**src/rtl/shared_alu_pkg.sv**
```systemverilog
// Shared types and default sizes for the shared_alu_arbiter slice.
// The early-terminating multiply is enabled by defining SHARED_ALU_EARLY_TERM_EN.
package shared_alu_pkg;

  localparam int NREQ_DEF = 4;
  localparam int N_DEF    = 8;

  typedef enum logic [1:0] {
    OP_ADD  = 2'b00,
    OP_SUB  = 2'b01,
    OP_MUL  = 2'b10,
    OP_RSVD = 2'b11
  } op_e;

  typedef enum logic [1:0] {
    IDLE = 2'b00,
    MUL  = 2'b01,
    DONE = 2'b10
  } state_e;

endpackage

```
**src/rtl/shared_alu_arbiter_addsub.sv**
```systemverilog
// Plain W-bit adder/subtractor; subtraction is a + ~b + 1.
module adder_subtractor #(
  parameter int W = 16
) (
  input  logic [W-1:0] a,
  input  logic [W-1:0] b,
  input  logic         sub,
  output logic [W-1:0] sum
);

  assign sum = a + (sub ? ~b : b) + W'(sub);

endmodule

```
**src/rtl/shared_alu_arbiter_rr_arbiter.sv**
```systemverilog
// Combinational round-robin arbiter: searches upward from ptr+1 with wrap and
// returns a one-hot grant plus the encoded index of the winner.
module rr_arbiter #(
  parameter  int NREQ = 4,
  localparam int IW   = $clog2(NREQ)
) (
  input  logic [NREQ-1:0] req_valid,
  input  logic [IW-1:0]   ptr,
  output logic [NREQ-1:0] grant,
  output logic [IW-1:0]   idx
);

  logic found;
  int   cand;

  always_comb begin
    grant = '0;
    idx   = '0;
    found = 1'b0;
    cand  = 0;
    for (int i = 1; i <= NREQ; i++) begin
      cand = (int'(ptr) + i) % NREQ;
      if (!found && req_valid[cand[IW-1:0]]) begin
        found                = 1'b1;
        grant[cand[IW-1:0]]  = 1'b1;
        idx                  = cand[IW-1:0];
      end
    end
  end

endmodule

```
**src/rtl/shared_alu_arbiter.sv**
```systemverilog
// Round-robin front end sharing one 2N-bit add/sub datapath (ADD, SUB, shift-add MUL).
// Define SHARED_ALU_EARLY_TERM_EN to end MUL as soon as the remaining multiplier is zero.
module shared_alu_arbiter
  import shared_alu_pkg::*;
#(
  parameter  int NREQ = NREQ_DEF,
  parameter  int N    = N_DEF,
  localparam int IW   = $clog2(NREQ)
) (
  input  logic                     clk,
  input  logic                     reset,
  // Request and response channels: a transfer happens on any edge where
  // valid & ready are both high; valid may not depend on ready.
  input  logic [NREQ-1:0]          req_valid,
  output logic [NREQ-1:0]          req_ready,
  input  logic [NREQ-1:0][1:0]     req_op,
  input  logic [NREQ-1:0][N-1:0]   req_a,
  input  logic [NREQ-1:0][N-1:0]   req_b,
  output logic                     resp_valid,
  input  logic                     resp_ready,
  output logic [IW-1:0]            resp_id,
  output logic [2*N-1:0]           resp_data,
  output logic                     busy,
  output state_e                   state_dbg
);

  localparam int CW = $clog2(N) + 1;

  state_e            state_q, state_d;
  logic [IW-1:0]     ptr_q, id_q, gidx;
  logic [NREQ-1:0]   grant;
  logic              hs, mul_last;
  op_e               win_op;
  logic [N-1:0]      win_a, win_b;
  logic [2*N-1:0]    res_q, mcand_q;
  logic [N-1:0]      mplier_q;
  logic [CW-1:0]     cnt_q;
  logic [2*N-1:0]    add_a, add_b, add_sum;
  logic              add_sub;

  rr_arbiter #(.NREQ(NREQ)) u_arb (
    .req_valid (req_valid),
    .ptr       (ptr_q),
    .grant     (grant),
    .idx       (gidx)
  );

  assign win_op = op_e'(req_op[gidx]);
  assign win_a  = req_a[gidx];
  assign win_b  = req_b[gidx];
  assign hs     = |req_ready;

  // The one adder serves the accept-time ADD/SUB and every MUL accumulate step.
  always_comb begin
    add_a   = res_q;
    add_b   = mplier_q[0] ? mcand_q : '0;
    add_sub = 1'b0;
    if (state_q == IDLE) begin
      add_a   = {{N{1'b0}}, win_a};
      add_b   = {{N{1'b0}}, win_b};
      add_sub = (win_op == OP_SUB);
    end
  end

  adder_subtractor #(.W(2*N)) u_addsub (
    .a   (add_a),
    .b   (add_b),
    .sub (add_sub),
    .sum (add_sum)
  );

`ifdef SHARED_ALU_EARLY_TERM_EN
  assign mul_last = (mplier_q[N-1:1] == '0);
`else
  assign mul_last = (cnt_q == CW'(N - 1));
`endif

  always_ff @(posedge clk or posedge reset) begin
    if (reset) state_q <= IDLE;
    else       state_q <= state_d;
  end

  always_comb begin
    state_d = state_q;
    case (state_q)
      IDLE:    if (hs) state_d = (win_op == OP_MUL) ? MUL : DONE;
      MUL:     if (mul_last) state_d = DONE;
      DONE:    if (resp_ready) state_d = IDLE;
      default: state_d = IDLE;
    endcase
  end

  // Reset gates req_ready directly so grants vanish the moment reset rises.
  always_comb begin
    req_ready  = (state_q == IDLE && !reset) ? grant : '0;
    resp_valid = (state_q == DONE);
    busy       = (state_q != IDLE);
    resp_data  = res_q;
    resp_id    = id_q;
    state_dbg  = state_q;
  end

  always_ff @(posedge clk or posedge reset) begin
    if (reset) begin
      ptr_q    <= IW'(NREQ - 1);
      id_q     <= '0;
      res_q    <= '0;
      mcand_q  <= '0;
      mplier_q <= '0;
      cnt_q    <= '0;
    end else begin
      case (state_q)
        IDLE: begin
          if (hs) begin
            ptr_q <= gidx;
            id_q  <= gidx;
            case (win_op)
              OP_ADD: res_q <= add_sum;
              // Bit N of the wide difference is set exactly when a < b.
              OP_SUB: res_q <= {{(N-1){1'b0}}, add_sum[N], add_sum[N-1:0]};
              OP_MUL: begin
                res_q    <= '0;
                mcand_q  <= {{N{1'b0}}, win_a};
                mplier_q <= win_b;
                cnt_q    <= '0;
              end
              default: res_q <= '0;
            endcase
          end
        end
        MUL: begin
          res_q    <= add_sum;
          mcand_q  <= mcand_q << 1;
          mplier_q <= mplier_q >> 1;
          cnt_q    <= cnt_q + 1'b1;
        end
        default: ;
      endcase
    end
  end

endmodule

```
**config.mk**
```make
export PLATFORM = sky130hd
export DESIGN_NAME = shared_alu_arbiter
export DESIGN_NICKNAME = d
export VERILOG_FILES = /design/src/rtl/shared_alu_pkg.sv /design/src/rtl/shared_alu_arbiter_addsub.sv /design/src/rtl/shared_alu_arbiter_rr_arbiter.sv /design/src/rtl/shared_alu_arbiter.sv
export SDC_FILE = /design/constraint.sdc
export NUM_CORES = 1
export LEC_CHECK = 0
export ABC_CLOCK_PERIOD_IN_PS = 5800
export BUFFER_PORTS_ARGS = -buffer_cell sky130_fd_sc_hd__buf_2
export CORE_ASPECT_RATIO = 1.4
export CORE_MARGIN = 4
export CORE_UTILIZATION = 49
export DETAILED_ROUTE_END_ITERATION = 6
export PLACE_DENSITY_LB_ADDON = 0.3
export SYNTH_ARGS = -nofsm -noshare
export SYNTH_HDL_FRONTEND = slang
export SYNTH_SLANG_ARGS = --single-unit
```
**constraint.sdc**
```tcl
create_clock -name clk -period 5.8 [get_ports clk]
set_input_delay 0.29 -clock clk [delete_from_list [all_inputs] [get_ports clk]]
set_output_delay 0.29 -clock clk [all_outputs]
set_load 0.02 [all_outputs]
```
### After elaboration in Yosys (flattened, before gate mapping)

Cells that the tools add are included.
Widths: inputs -> output; s select.

| cells by class | value |
|---|---|
| magnitude comparators | 9 |
| equal/unequal tests | 9 |
| multiplexer cells | 56 |
| bitwise gates (word level) | 4 |
| reductions and logical operators | 21 |
| add/subtract/negate cells | 7 |

Operators by type and width:

| kind | count |
|---|---|
| $mux 16 | 7 |
| $pmux 16 s2 | 3 |
| $bmux 8 s2 | 2 |
| $mux 8 | 4 |
| $mux 4 | 7 |
| $mux 2 | 9 |
| $add 16x1->16 | 1 |
| $add 16x16->16 | 1 |
| $not 16->16 | 1 |
| $pmux 8 s2 | 1 |
| $lt 2x3->1 const B | 5 |
| $mux 1 | 12 |
| $or 4x4->4 | 3 |
| $bmux 1 s2 | 4 |
| $demux 1 s2 | 4 |
| $ge 2x1->1 const B | 4 |
| $logic_and 1x1->1 | 8 |
| $pmux 4 s2 | 1 |
| $pmux 2 s3 | 1 |
| $reduce_and 3->1 | 2 |
| $add 2x1->2 const B | 2 |
| $add 2x2->2 const B | 2 |
| $add 4x1->4 const B | 1 |
| $bmux 2 s2 | 1 |
| 10 further kinds | 20 |

| word-level totals | value |
|---|---|
| input port bits | 79 |
| register bits | 50 |
| output and inout bits | 26 |

### Longest topological paths before layout

Gate-level depths: netlist (run 1).

| logic depth | value |
|---|---|
| word-level depth | 23 |
| gate-level depth with buffers | 27 |
| gate-level depth less buffers | 22 |

### Modules after synthesis

A second synthesis (run 1) with hierarchy kept.

| second synthesis, totals | value |
|---|---|
| cell total of the unflattened synthesis | 433 |
| area total of the unflattened synthesis | 4174.0 µm² |

By module, submodules not included:

| module | instances | area each (µm²) | seq. area each (µm²) | cells each |
|---|---|---|---|---|
| shared_alu_arbiter | 1 | 2824.0 | 1253.7 | 259 |
| adder_subtractor | 1 | 859.6 | 0.0 | 115 |
| rr_arbiter | 1 | 490.5 | 0.0 | 59 |

### Worst setup path after synthesis (run 1)

No wires, ideal clock.

| path | value |
|---|---|
| path type | reg-to-reg |
| start point | register ptr_q[0] |
| end point | register res_q[14], in the netlist resp_data[14] |
| buffers on the path | 5 |
| clock period less this slack | 6.046 ns |
| library setup time | 0.064 ns |
| data required time | 5.736 ns |
| arrival | 5.982 ns |
| stages on the path, launching flop included | 28 |
| setup slack | -0.246 ns |
| cells stage by stage | dfstp_2 -> buf_6 -> clkbuf_1 -> inv_1 -> ha_1 -> mux4_2 -> nor2b_4 -> buf_6 -> o32a_1 -> o32ai_4 -> clkbuf_1 -> buf_2 -> mux4_2 -> nand2_1 -> nand2_1 -> inv_1 -> fa_1 -> nor2b_1 -> o21ai_0 -> nand2b_1 -> a21oi_1 -> o21ai_0 -> a21o_1 -> a21oi_1 -> o211a_1 -> or4_1 -> a31oi_1 -> a21o_1 |

| on the way | value |
|---|---|
| word-level cells in the longest chain between the ends | 23 |
| elaborated cells on any way between the ends | 74 |
| those cells by class | add/sub (6); order compare (8); eq/ne (2); mux (41); bitwise (4); reduce/logical (13) |

Ends and longest elaborated chain:

| element | RTL line | RTL |
|---|---|---|
| from (decl) | shared_alu_arbiter.sv:30 | `logic [IW-1:0] ptr_q, id_q, gidx;` |
| from (signal assigned) | shared_alu_arbiter.sv:105 | `ptr_q <= IW'(NREQ - 1);` |
| from (signal assigned) | shared_alu_arbiter.sv:115 | `ptr_q <= gidx;` |
| $add 2x1->2 | shared_alu_arbiter_rr_arbiter.sv:22 | `cand = (int'(ptr) + i) % NREQ;` |
| $bmux 1 s2 | shared_alu_arbiter_rr_arbiter.sv:23 | `if (!found && req_valid[cand[IW-1:0]]) begin` |
| $mux 1 (not written as such) | shared_alu_arbiter_rr_arbiter.sv:23 |  |
| $mux 1 | shared_alu_arbiter_rr_arbiter.sv:23 |  |
| $logic_not 1->1 | shared_alu_arbiter_rr_arbiter.sv:23 |  |
| $logic_and 1x1->1 | shared_alu_arbiter_rr_arbiter.sv:23 |  |
| $mux 1 | shared_alu_arbiter_rr_arbiter.sv:23 |  |
| $logic_not 1->1 | shared_alu_arbiter_rr_arbiter.sv:23 |  |
| [... 7 more ...] | n/a |  |
| $eq 2x1->1 or $mux 16 (tied branches) | shared_alu_arbiter.sv:61, shared_alu_arbiter.sv:117, shared_alu_arbiter.sv:58 |  |
| $mux 1 or $not 16->16 (tied branches) | shared_alu_arbiter.sv:58, shared_alu_arbiter_addsub.sv:11 |  |
| $mux 16 | shared_alu_arbiter_addsub.sv:11 | `assign sum = a + (sub ? ~b : b) + W'(sub);` |
| $add 16x16->16 | shared_alu_arbiter_addsub.sv:11 |  |
| $add 16x1->16 | shared_alu_arbiter_addsub.sv:11 |  |
| $pmux 16 s2 | shared_alu_arbiter.sv:117 | `case (win_op)` |
| $mux 16 | shared_alu_arbiter.sv:114 | `if (hs) begin` |
| $pmux 16 s2 | shared_alu_arbiter.sv:112 | `case (state_q)` |
| to (signal assigned) | shared_alu_arbiter.sv:118 | `OP_ADD: res_q <= add_sum;` |
| to (signal assigned) | shared_alu_arbiter.sv:120 | `OP_SUB: res_q <= {{(N-1){1'b0}}, add_sum[N], add_sum[N-1:0]};` |
| to (signal assigned) | shared_alu_arbiter.sv:132 | `res_q <= add_sum;` |
| to (decl) | shared_alu_arbiter.sv:35 | `logic [2*N-1:0] res_q, mcand_q;` |

Several ways; a longest one is shown, not always the timed one. The select of a mux whose other input is x is not followed.
A chain may end at the register's enable or synchronous reset.

### Worst setup path after layout (run 1)

| path | value |
|---|---|
| start point | register ptr_q[1] |
| end point | register res_q[14], in the netlist resp_data[14] |

Same word-level chain as after synthesis.

==> results.ini, run 1 <==
[die]
floorplan.initialDensity_pct=50.6
i_o_pins=105
die_width_um=86.0
row_count=39
fp.dieArea_um2=10100
die_h_um=117
core_area_um2=8250

[job]
drv.max_cap_violation_count=0

[yosys]
post_synth_inst_count=474
yosysMostFrequentCell=sky130_fd_sc_hd__nand2_1
proportion_of_netlist_area_held_by_the_largest_area_contributor_pct=28.8
synth_area_leader_cell=sky130_fd_sc_hd__dfrtp_1
synthTopCellsByArea=sky130_fd_sc_hd__dfrtp_1 (29%), sky130_fd_sc_hd__mux4_2 (9.2%), sky130_fd_sc_hd__nand2_1 (6.7%)
synth_ff_type=sky130_fd_sc_hd__dfrtp_1
syn_avg_cell_area_um2=8.80
synth_area_um2=4170
synth_fp_nets=575
synth-edff-count=0
yosys_register_bits=50
synth_top_cells_by_count=sky130_fd_sc_hd__nand2_1 (75), sky130_fd_sc_hd__dfrtp_1 (48), sky130_fd_sc_hd__nor2_1 (34), sky130_fd_sc_hd__o21ai_0 (30), sky130_fd_sc_hd__a21oi_1 (25)
synth-warning-count=0
synthArstFlopShare_pct=100
post_synth_num_cell_types=64
synth_sequential_area_ratio_pct=30.1

[sta]
maxClockFrequency_mhz=183
slew_violations=0
max_slew.worst_pin.slew_ns=1.09
setup_tns_ns=0
postLayoutSetupSlackWorst_ns=0.340
final_min_period_over_clock_period_pct=94.1
grt_setup_unrepaired=no
setup-violations-final=0
relSlewSlack_pct=27.3
timing.final.crit_period_ns=5.46
worst_clock_skew_ns=0.00485
report.final.hold_viol_count=0

[setup_path]
path_max_fanout=10
worstSetupPathType=flop to flop
critPathBufInv=2
worstPathCellList=inv_1 > ha_2 > mux4_2 > or3_4 > nand2_4 > mux4_2 > mux2i_1 > inv_1 > fa_1 > nor2b_1 > o21ai_0 > nand2b_1 > a21oi_1 > o21ai_2 > a21o_1 > a21oi_1 > o211a_1 > or4_1 > a31oi_1 > a21o_1
startpoint_type=flop
cp_slowest_cell=sky130_fd_sc_hd__mux4_2
critical_path_arrival_ns=5.70
largest_delay_contributor_family_on_the_critical_path=simple AND/OR/NAND/NOR gates
max_stage_delay_ns=0.57
worstPathRequired_ns=6.04
cp-end-kind=flop

[routing]
antenna_left=0
drc_errors=0
detailedRoute.firstPassIterationCount=6
drt_first_iter_violations=247
detail_route.vias_per_cell=5.95
avgRoutedWirePerCell_um=17.6
wirelength_um=11900
vias=4021

[clock_tree]
cts.htree.levels=2
cts.reportedPaths.clkPinSlew_ns=0.07
cts_root_buf=sky130_fd_sc_hd__clkbuf_16
clkLatencyLatePin_ns=0.29
cts_max_path_buffers=2
cts_tree=built
tritoncts.num_buffers=5
tritoncts_num_sinks=50
hold_buffers=0

[layout]
area_growth_pct=19.9
layout-drive-gt1-share_pct=29.1
final_cell_count_no_fill=676
diodes=0
final_nets=674

[grt]
grt_overflow=0
grt_start_max_net_pins=51
grt_first_pass_wirelength_um=19100
initial_antenna_violation_count=0
groute.usage.overall_pct=23.6
via_count_of_the_first_global_routing_pass=3944

[placement]
dp_worst_setup_slack_ns=0.0741
place.detailed.instances=666
gp_routability_congestion=0.898
numPortBuffers=104
hpwlAfterDp_um=8980

[run_status]
status=finished, final reports clean

[worst_hold_path]
hold_crit_path_type=primary input to async pin

[per-layer routing]
layer  up-vias  global-route usage [%]  routed length [µm]
li1       1911                       -                   -
met1      1928                    31.8                5080
met2       160                    39.5                5910
met3        22                    2.94                 674
met4         0                    7.71                 231
met5         -                       0                   0
[sequential cells by signal, indices dropped and copies added, names as in the netlist]
register   cells
mplier_q       8
mcand_q       16
ptr_q          2
cnt_q          4
resp_data     16
state_dbg      2
resp_id        2
[what timing repair did]
action                                  CTS  global route
endpoints found under the hold margin     0             0
setup buffers                             0             2
gates resized for setup                   0             8
endpoints found under the setup margin    0             6
[area by class of cell]
class	count	area, µm²
Fill cell	722	3240
Multi-Input combinational cell	377	2740
Sequential cell	50	1250
Timing Repair Buffer	121	668
Clock buffer	7	143
Tap cell	102	128
Inverter	18	67.6
Clock inverter	1	5.00
[stage by stage]
step	area, µm²	hold WS, ns	util (%)
floorplan	4180	0.454	-
global placement	4800	0.479	58.2
detailed placement	4800	0.486	58.2
CTS	4950	0.330	60.0
global route	5000	0.395	60.7
finish	5000	0.275	60.7
[final timing paths]
path,startpoint,endpoint,slack [ns],depth (start not counted)
max reg2reg,ptr_q[1],resp_data[14],0.34,20
min in group clk,resp_ready,state_dbg[1],0.37,4
min reg2reg,resp_data[9],resp_data[9],0.50,2
min,reset,resp_id[0],0.28,2
max in group asynchronous,reset,resp_data[11],4.86,2
max,ptr_q[1],resp_data[14],0.34,20
[layout by cell type (no fill, tap or decap), types with 15 or more instances in the layout]
cell and count:
sky130_fd_sc_hd__buf_2 104, sky130_fd_sc_hd__ha_1 20, sky130_fd_sc_hd__dfrtp_1 48, sky130_fd_sc_hd__mux2i_1 15, sky130_fd_sc_hd__a21oi_1 25, sky130_fd_sc_hd__o21ai_0 29, sky130_fd_sc_hd__nand2_1 75, sky130_fd_sc_hd__nor2_1 34
sky130_fd_sc_hd__inv_1 17, sky130_fd_sc_hd__mux4_2 17
[cell families after synthesis]
kind of cell | count (synthesis) | share of synthesized area, %
and+or+nand+nor | 180 | 20.6
xor gates and xnor gates | 15 | 3.15
muxes | 37 | 14.2
adders and majority gates | 22 | 6.78
buffers and inverters | 47 | 4.77
DFF | 50 | 30.1
AOI/OAI and AO/OA | 123 | 20.4
Power of run 1 is left out: the tool's default activity adds up to more than one toggle a clock period on the data nets, which glitch-free logic cannot reach.
==> inputs of run 2 (changes only) <==
--- a/config.mk
+++ b/config.mk
@@ -6,11 +6,11 @@
 export NUM_CORES = 1
 export LEC_CHECK = 0
 export ABC_CLOCK_PERIOD_IN_PS = 5800
-export BUFFER_PORTS_ARGS = -buffer_cell sky130_fd_sc_hd__buf_2
 export CORE_ASPECT_RATIO = 1.4
 export CORE_MARGIN = 4
-export CORE_UTILIZATION = 49
+export CORE_UTILIZATION = 50
 export DETAILED_ROUTE_END_ITERATION = 6
+export DONT_BUFFER_PORTS = 1
 export PLACE_DENSITY_LB_ADDON = 0.3
 export SYNTH_ARGS = -nofsm -noshare
 export SYNTH_HDL_FRONTEND = slang
==> run 2 against run 1 <==
Compared with the run above:
- worst setup slack got worse by 0.072 ns
- core utilization decreased by 4.4 points
- first-iteration DRC count increased by 35%
- register-to-register slack got worse by 0.07 ns
- global-route usage about the same
- maximum frequency decreased by 1.3%
- die area decreased by 1.8%
- routed wire length decreased by 0.71%
- cell count decreased by 15%
- worst hold slack got worse by 0.23 ns
- critical path type unchanged
==> results.ini, run 2 (synthesized netlist as in run 1, its figures left out) <==
[clock_tree]
cts.reportedPaths.clkPinSlew_ns=0.07  ; about the same
cts_root_buf=sky130_fd_sc_hd__clkbuf_16
cts_max_path_buffers=2  ; unchanged
tritoncts.num_buffers=5  ; unchanged
cts.htree.levels=2  ; unchanged
tritoncts_num_sinks=50  ; unchanged
clkLatencyLatePin_ns=0.30  ; about the same
cts_tree=built

[placement]
numPortBuffers=0  ; -100%
hpwlAfterDp_um=9080  ; +1.1%
gp_routability_congestion=1.00  ; +11%

[die]
i_o_pins=105  ; unchanged
die_h_um=116  ; -0.93%
die_width_um=85.2  ; -0.91%
fp.dieArea_um2=9890  ; -1.8%
core_area_um2=8150  ; -1.2%
row_count=39  ; unchanged
floorplan.initialDensity_pct=51.2  ; +0.61 points

[grt]
grt_start_max_net_pins=51  ; unchanged
via_count_of_the_first_global_routing_pass=3688  ; -6.5%
initial_antenna_violation_count=0  ; unchanged
grt_overflow=0  ; unchanged
grt_first_pass_wirelength_um=18600  ; -2.4%
groute.usage.overall_pct=23.6  ; +0.034 points

[setup_path]
path_max_fanout=9  ; -1
cp-end-kind=flop
max_stage_delay_ns=0.59  ; +0.02 ns
startpoint_type=flop
worstSetupPathType=flop to flop
worstPathRequired_ns=6.04  ; about the same
worstPathCellList=inv_1 > ha_4 > mux4_2 > nor2b_4 > o32a_1 > o32ai_4 > buf_4 > mux4_2 > mux2i_2 > inv_1 > fa_1 > nor2b_1 > o21ai_0 > nand2b_1 > a21oi_1 > o21ai_2 > a21o_1 > a21oi_1 > o211a_1 > or4_1 > a31oi_1 > a21o_1
cp_slowest_cell=sky130_fd_sc_hd__dfstp_2
critical_path_arrival_ns=5.77  ; +0.07 ns

[layout]
layout-drive-gt1-share_pct=15.0  ; -14 points
final_nets=574  ; -15%
layout.cells.most_common_list=sky130_fd_sc_hd__nand2_1 (75), sky130_fd_sc_hd__dfrtp_1 (48), sky130_fd_sc_hd__nor2_1 (34), sky130_fd_sc_hd__o21ai_0 (29), sky130_fd_sc_hd__a21oi_1 (25)
diodes=0  ; unchanged
area_growth_pct=9.96
layout.core_utilization_pct=56.3  ; -4.4 points
layout_commonest_cell=sky130_fd_sc_hd__nand2_1

[worst_hold_path]
hold_crit_path_type=primary input to async pin

[routing]
detail_route.vias_per_cell=6.39  ; +7.4%
drc_errors=0  ; unchanged
drt_first_iter_violations=334  ; +35%
wirelength_um=11800  ; -0.71%
vias=3680  ; -8.5%
avgRoutedWirePerCell_um=20.5  ; +17%
antenna_left=0  ; unchanged
detailedRoute.firstPassIterationCount=5  ; -1

[sta]
slew_violations=0  ; unchanged
maxClockFrequency_mhz=181  ; -1.3%
timing.final.crit_period_ns=5.53  ; +0.0716 ns
max_slew.worst_pin.slew_ns=0.993  ; -0.0956 ns
relSlewSlack_pct=33.8  ; +6.5 points
setup-violations-final=0  ; unchanged
report.final.hold_viol_count=0  ; unchanged
setup_tns_ns=0  ; unchanged
worst_clock_skew_ns=0.00658  ; +0.00172 ns
final_min_period_over_clock_period_pct=95.4  ; +1.2 points

[run_status]
status=finished, final reports clean

[job]
drv.max_cap_violation_count=0  ; unchanged

==> run 2: metal layers <==
metal / wire (µm) / GRT usage [%] / vias to the layer above
met3: 1010 / 6.76 / 31
li1: - / - / 1719
met4: 397 / 9.61 / 0
met1: 4490 / 28.1 / 1805
met5: 0 / 0 / -
met2: 5910 / 40.1 / 125
==> run 2: what timing repair did <==
item                                    CTS  global route
resized for setup                         0            13
endpoints found under the setup margin    0             5
hold buffers                              0             0
setup buffers                             0             4
==> run 2: final timing paths <==
kind	start	endpoint	slack [ns]	cells after the start
min in group clk	resp_ready	state_dbg[1]	0.29	3
setup reg to reg	ptr_q[1]	resp_data[14]	0.27	22
setup / recovery	ptr_q[1]	resp_data[14]	0.27	22
hold / removal	reset	resp_id[0]	0.05	2
max in group asynchronous	reset	mplier_q[2]	5.29	2
hold reg to reg	mcand_q[8]	mcand_q[9]	0.50	2
==> run 2: area by class of cell <==
class | instances | area (µm²)
clock buffers | 5 | 125
clock inverters | 3 | 68.8
fillers | 736 | 3560
inverters | 18 | 67.6
multi-input cells | 377 | 2780
flip-flops and latches | 50 | 1250
well taps | 102 | 128
repair buffers | 21 | 165
==> run 2: stage by stage <==
| stage | hold WS, ns | instances | setup WS [ns] | area [µm²] |
|---|---|---|---|---|
| CTS | 0.0697 | 572 | 0.0596 | 4490 |
| detailed placement | 0.389 | 564 | 0.103 | 4300 |
| global placement | 0.390 | 564 | 0.258 | 4300 |
| global route | 0.0910 | 576 | -0.00453 | 4590 |
| floorplan | 0.454 | 474 | 0.0258 | 4180 |
| finish | 0.0456 | 576 | 0.269 | 4590 |
==> run 2: critical path: cells and delay by family (launching register included) <==
kind            cells  cell delay [ns]
flops               1             0.59
compound gates     10             1.86
mux                 3             0.85
buf+inv             3             0.43
simple gates        4             0.96
fa+ha+maj           2             0.76
Power of run 2 is left out for the same reason.
==> inputs of run 3 (changes only) <==
--- a/config.mk
+++ b/config.mk
@@ -5,7 +5,7 @@
 export SDC_FILE = /design/constraint.sdc
 export NUM_CORES = 1
 export LEC_CHECK = 0
-export ABC_CLOCK_PERIOD_IN_PS = 5800
+export ABC_CLOCK_PERIOD_IN_PS = 6900
 export CORE_ASPECT_RATIO = 1.4
 export CORE_MARGIN = 4
 export CORE_UTILIZATION = 50
==> constraint.sdc (replaced) <==
create_clock -name clk -period 6.9 [get_ports clk]
set_input_delay 0.345 -clock clk [delete_from_list [all_inputs] [get_ports clk]]
set_output_delay 0.345 -clock clk [all_outputs]
set_load 0.02 [all_outputs]
==> run 3 against run 2 <==
Compared with the run above:
- highest routed layer unchanged
- maximum frequency decreased by 12%
- non-clock buffer count decreased by 14
- first-iteration DRC count decreased by 37%
- worst hold slack improved by 0.056 ns
- design area decreased by 4.3%
- worst setup slack improved by 0.33 ns
- core utilization decreased by 2.4 points
- critical path type unchanged
- via count decreased by 3.1%
==> results.ini, run 3 (synthesized netlist as in run 1, its figures left out) <==
[sta]
report.final.hold_viol_count=0  ; unchanged
max_slew.worst_pin.slew_ns=1.24  ; +0.245 ns
worst_clock_skew_ns=0.00529  ; -0.00129 ns
final_min_period_over_clock_period_pct=91.3  ; -4.1 points
setup-violations-final=0  ; unchanged
grt_setup_unrepaired=no
setup_tns_ns=0  ; unchanged
relSlewSlack_pct=17.1  ; -17 points
maxClockFrequency_mhz=159  ; -12%
slew_violations=0  ; unchanged
timing.final.crit_period_ns=6.30  ; +0.766 ns

[placement]
numPortBuffers=0  ; unchanged
gp_routability_congestion=0.943  ; -5.7%
hpwlAfterDp_um=8660  ; -4.6%
place.detailed.instances=554  ; -1.8%

[job]
drv.max_cap_violation_count=0  ; unchanged

[setup_path]
path_max_fanout=19  ; +10
startpoint_type=flop
worstPathRequired_ns=7.14  ; +1.10 ns
cp-end-kind=flop
critical_path_arrival_ns=6.53  ; +0.76 ns
worstSetupPathType=flop to flop

[die]
die_h_um=116  ; unchanged
core_area_um2=8150  ; unchanged
fp.dieArea_um2=9890  ; unchanged
row_count=39  ; unchanged
i_o_pins=105  ; unchanged
die_width_um=85.2  ; unchanged
floorplan.initialDensity_pct=51.2  ; unchanged

[routing]
avgRoutedWirePerCell_um=20.3  ; -0.95%
drt_first_iter_violations=210  ; -37%
antenna_left=0  ; unchanged
wirelength_um=11400  ; -3.4%
detailedRoute.firstPassIterationCount=6  ; +1
detail_route.vias_per_cell=6.35  ; -0.66%
drc_errors=0  ; unchanged
vias=3567  ; -3.1%

[run_status]
status=finished, final reports clean

[grt]
initial_antenna_violation_count=0  ; unchanged
grt_first_pass_wirelength_um=18000  ; -3.4%
grt_overflow=0  ; unchanged
groute.usage.overall_pct=22.9  ; -0.72 points
via_count_of_the_first_global_routing_pass=3566  ; -3.3%
grt_start_max_net_pins=51  ; unchanged

[clock_tree]
cts_root_buf=sky130_fd_sc_hd__clkbuf_16
cts_max_path_buffers=2  ; unchanged
clkLatencyLatePin_ns=0.29  ; about the same
tritoncts_num_sinks=50  ; unchanged
cts_tree=built
cts_resized=0  ; unchanged
tritoncts.num_buffers=5  ; unchanged
cts.htree.levels=2  ; unchanged
cts.reportedPaths.clkPinSlew_ns=0.07  ; about the same
cts_setup_buffers=0  ; unchanged
hold_buffers=0  ; unchanged

[worst_hold_path]
hold_crit_path_type=primary input to async pin

[layout]
layout-drive-gt1-share_pct=10.9  ; -4.1 points
diodes=0  ; unchanged
fill_cells=726  ; -1.4%
area_growth_pct=5.25
final_nets=560  ; -2.4%
layout_commonest_cell=sky130_fd_sc_hd__nand2_1
layout.cells.most_common_list=sky130_fd_sc_hd__nand2_1 (75), sky130_fd_sc_hd__dfrtp_1 (48), sky130_fd_sc_hd__nor2_1 (34), sky130_fd_sc_hd__o21ai_0 (30), sky130_fd_sc_hd__a21oi_1 (25)
final_cell_count_no_fill=562  ; -2.4%

-- run 3: per-stage QoR --
stage	hold slack [ns]	setup WS, ns	utilization, %	instance area [µm²]
floorplan	0.454	0.854	-	4170
detailed placement	0.443	0.671	51.8	4220
finish	0.101	0.603	53.9	4390
global route	0.158	0.280	53.9	4390
global placement	0.440	0.828	51.8	4220
CTS	0.122	0.640	53.9	4390
-- run 3: worst max-delay path, cell delays in order, from the launching register on --
cell and delay (ns):
sky130_fd_sc_hd__dfstp_2 0.75, sky130_fd_sc_hd__inv_1 0.19, sky130_fd_sc_hd__ha_1 0.42, sky130_fd_sc_hd__mux4_2 0.69
sky130_fd_sc_hd__or3_4 0.48, sky130_fd_sc_hd__nand2_4 0.29, sky130_fd_sc_hd__mux2_2 0.43, sky130_fd_sc_hd__a221oi_4 0.36
sky130_fd_sc_hd__mux2i_2 0.17, sky130_fd_sc_hd__fa_1 0.44, sky130_fd_sc_hd__nor2b_1 0.13, sky130_fd_sc_hd__o21ai_0 0.09
sky130_fd_sc_hd__nand2b_1 0.12, sky130_fd_sc_hd__a21oi_1 0.07, sky130_fd_sc_hd__o21ai_0 0.29, sky130_fd_sc_hd__a21o_1 0.17
sky130_fd_sc_hd__a21oi_1 0.10, sky130_fd_sc_hd__o211a_1 0.27, sky130_fd_sc_hd__or4_1 0.51, sky130_fd_sc_hd__a31oi_1 0.15
sky130_fd_sc_hd__a21o_1 0.10
-- run 3: routing by layer --
| layer | share of wire, % | GRT usage (%) | wire (µm) |
|---|---|---|---|
| met1 | 38 | 28.5 | 4370 |
| met2 | 50 | 37.5 | 5710 |
| met3 | 9.5 | 7.25 | 1080 |
| met4 | 2.2 | 8.24 | 249 |
| met5 | 0 | 0 | 0 |
-- run 3: path summary, 6_finish.rpt --
check	end	startpoint	cells after the start	slack, ns
setup / recovery	resp_data[14]	ptr_q[0]	20	0.60
hold / removal	resp_id[0]	reset	2	0.10
setup reg to reg	resp_data[14]	ptr_q[0]	20	0.60
hold reg to reg	mcand_q[13]	mcand_q[12]	2	0.50
max in group asynchronous	mplier_q[6]	reset	2	6.35
min in group clk	state_dbg[1]	resp_ready	3	0.34
-- run 3: area by class of cell --
| cell class | instances | area (µm²) | area share (%) |
|---|---|---|---|
| Tap cell | 102 | 128 | 2.91 |
| Multi-Input combinational cell | 377 | 2720 | 61.9 |
| Clock inverter | 3 | 45.0 | 1.03 |
| Inverter | 18 | 67.6 | 1.54 |
| Clock buffer | 5 | 125 | 2.85 |
| Timing Repair Buffer | 7 | 52.6 | 1.20 |
| Sequential cell | 50 | 1250 | 28.6 |
Power of run 3 is left out for the same reason.
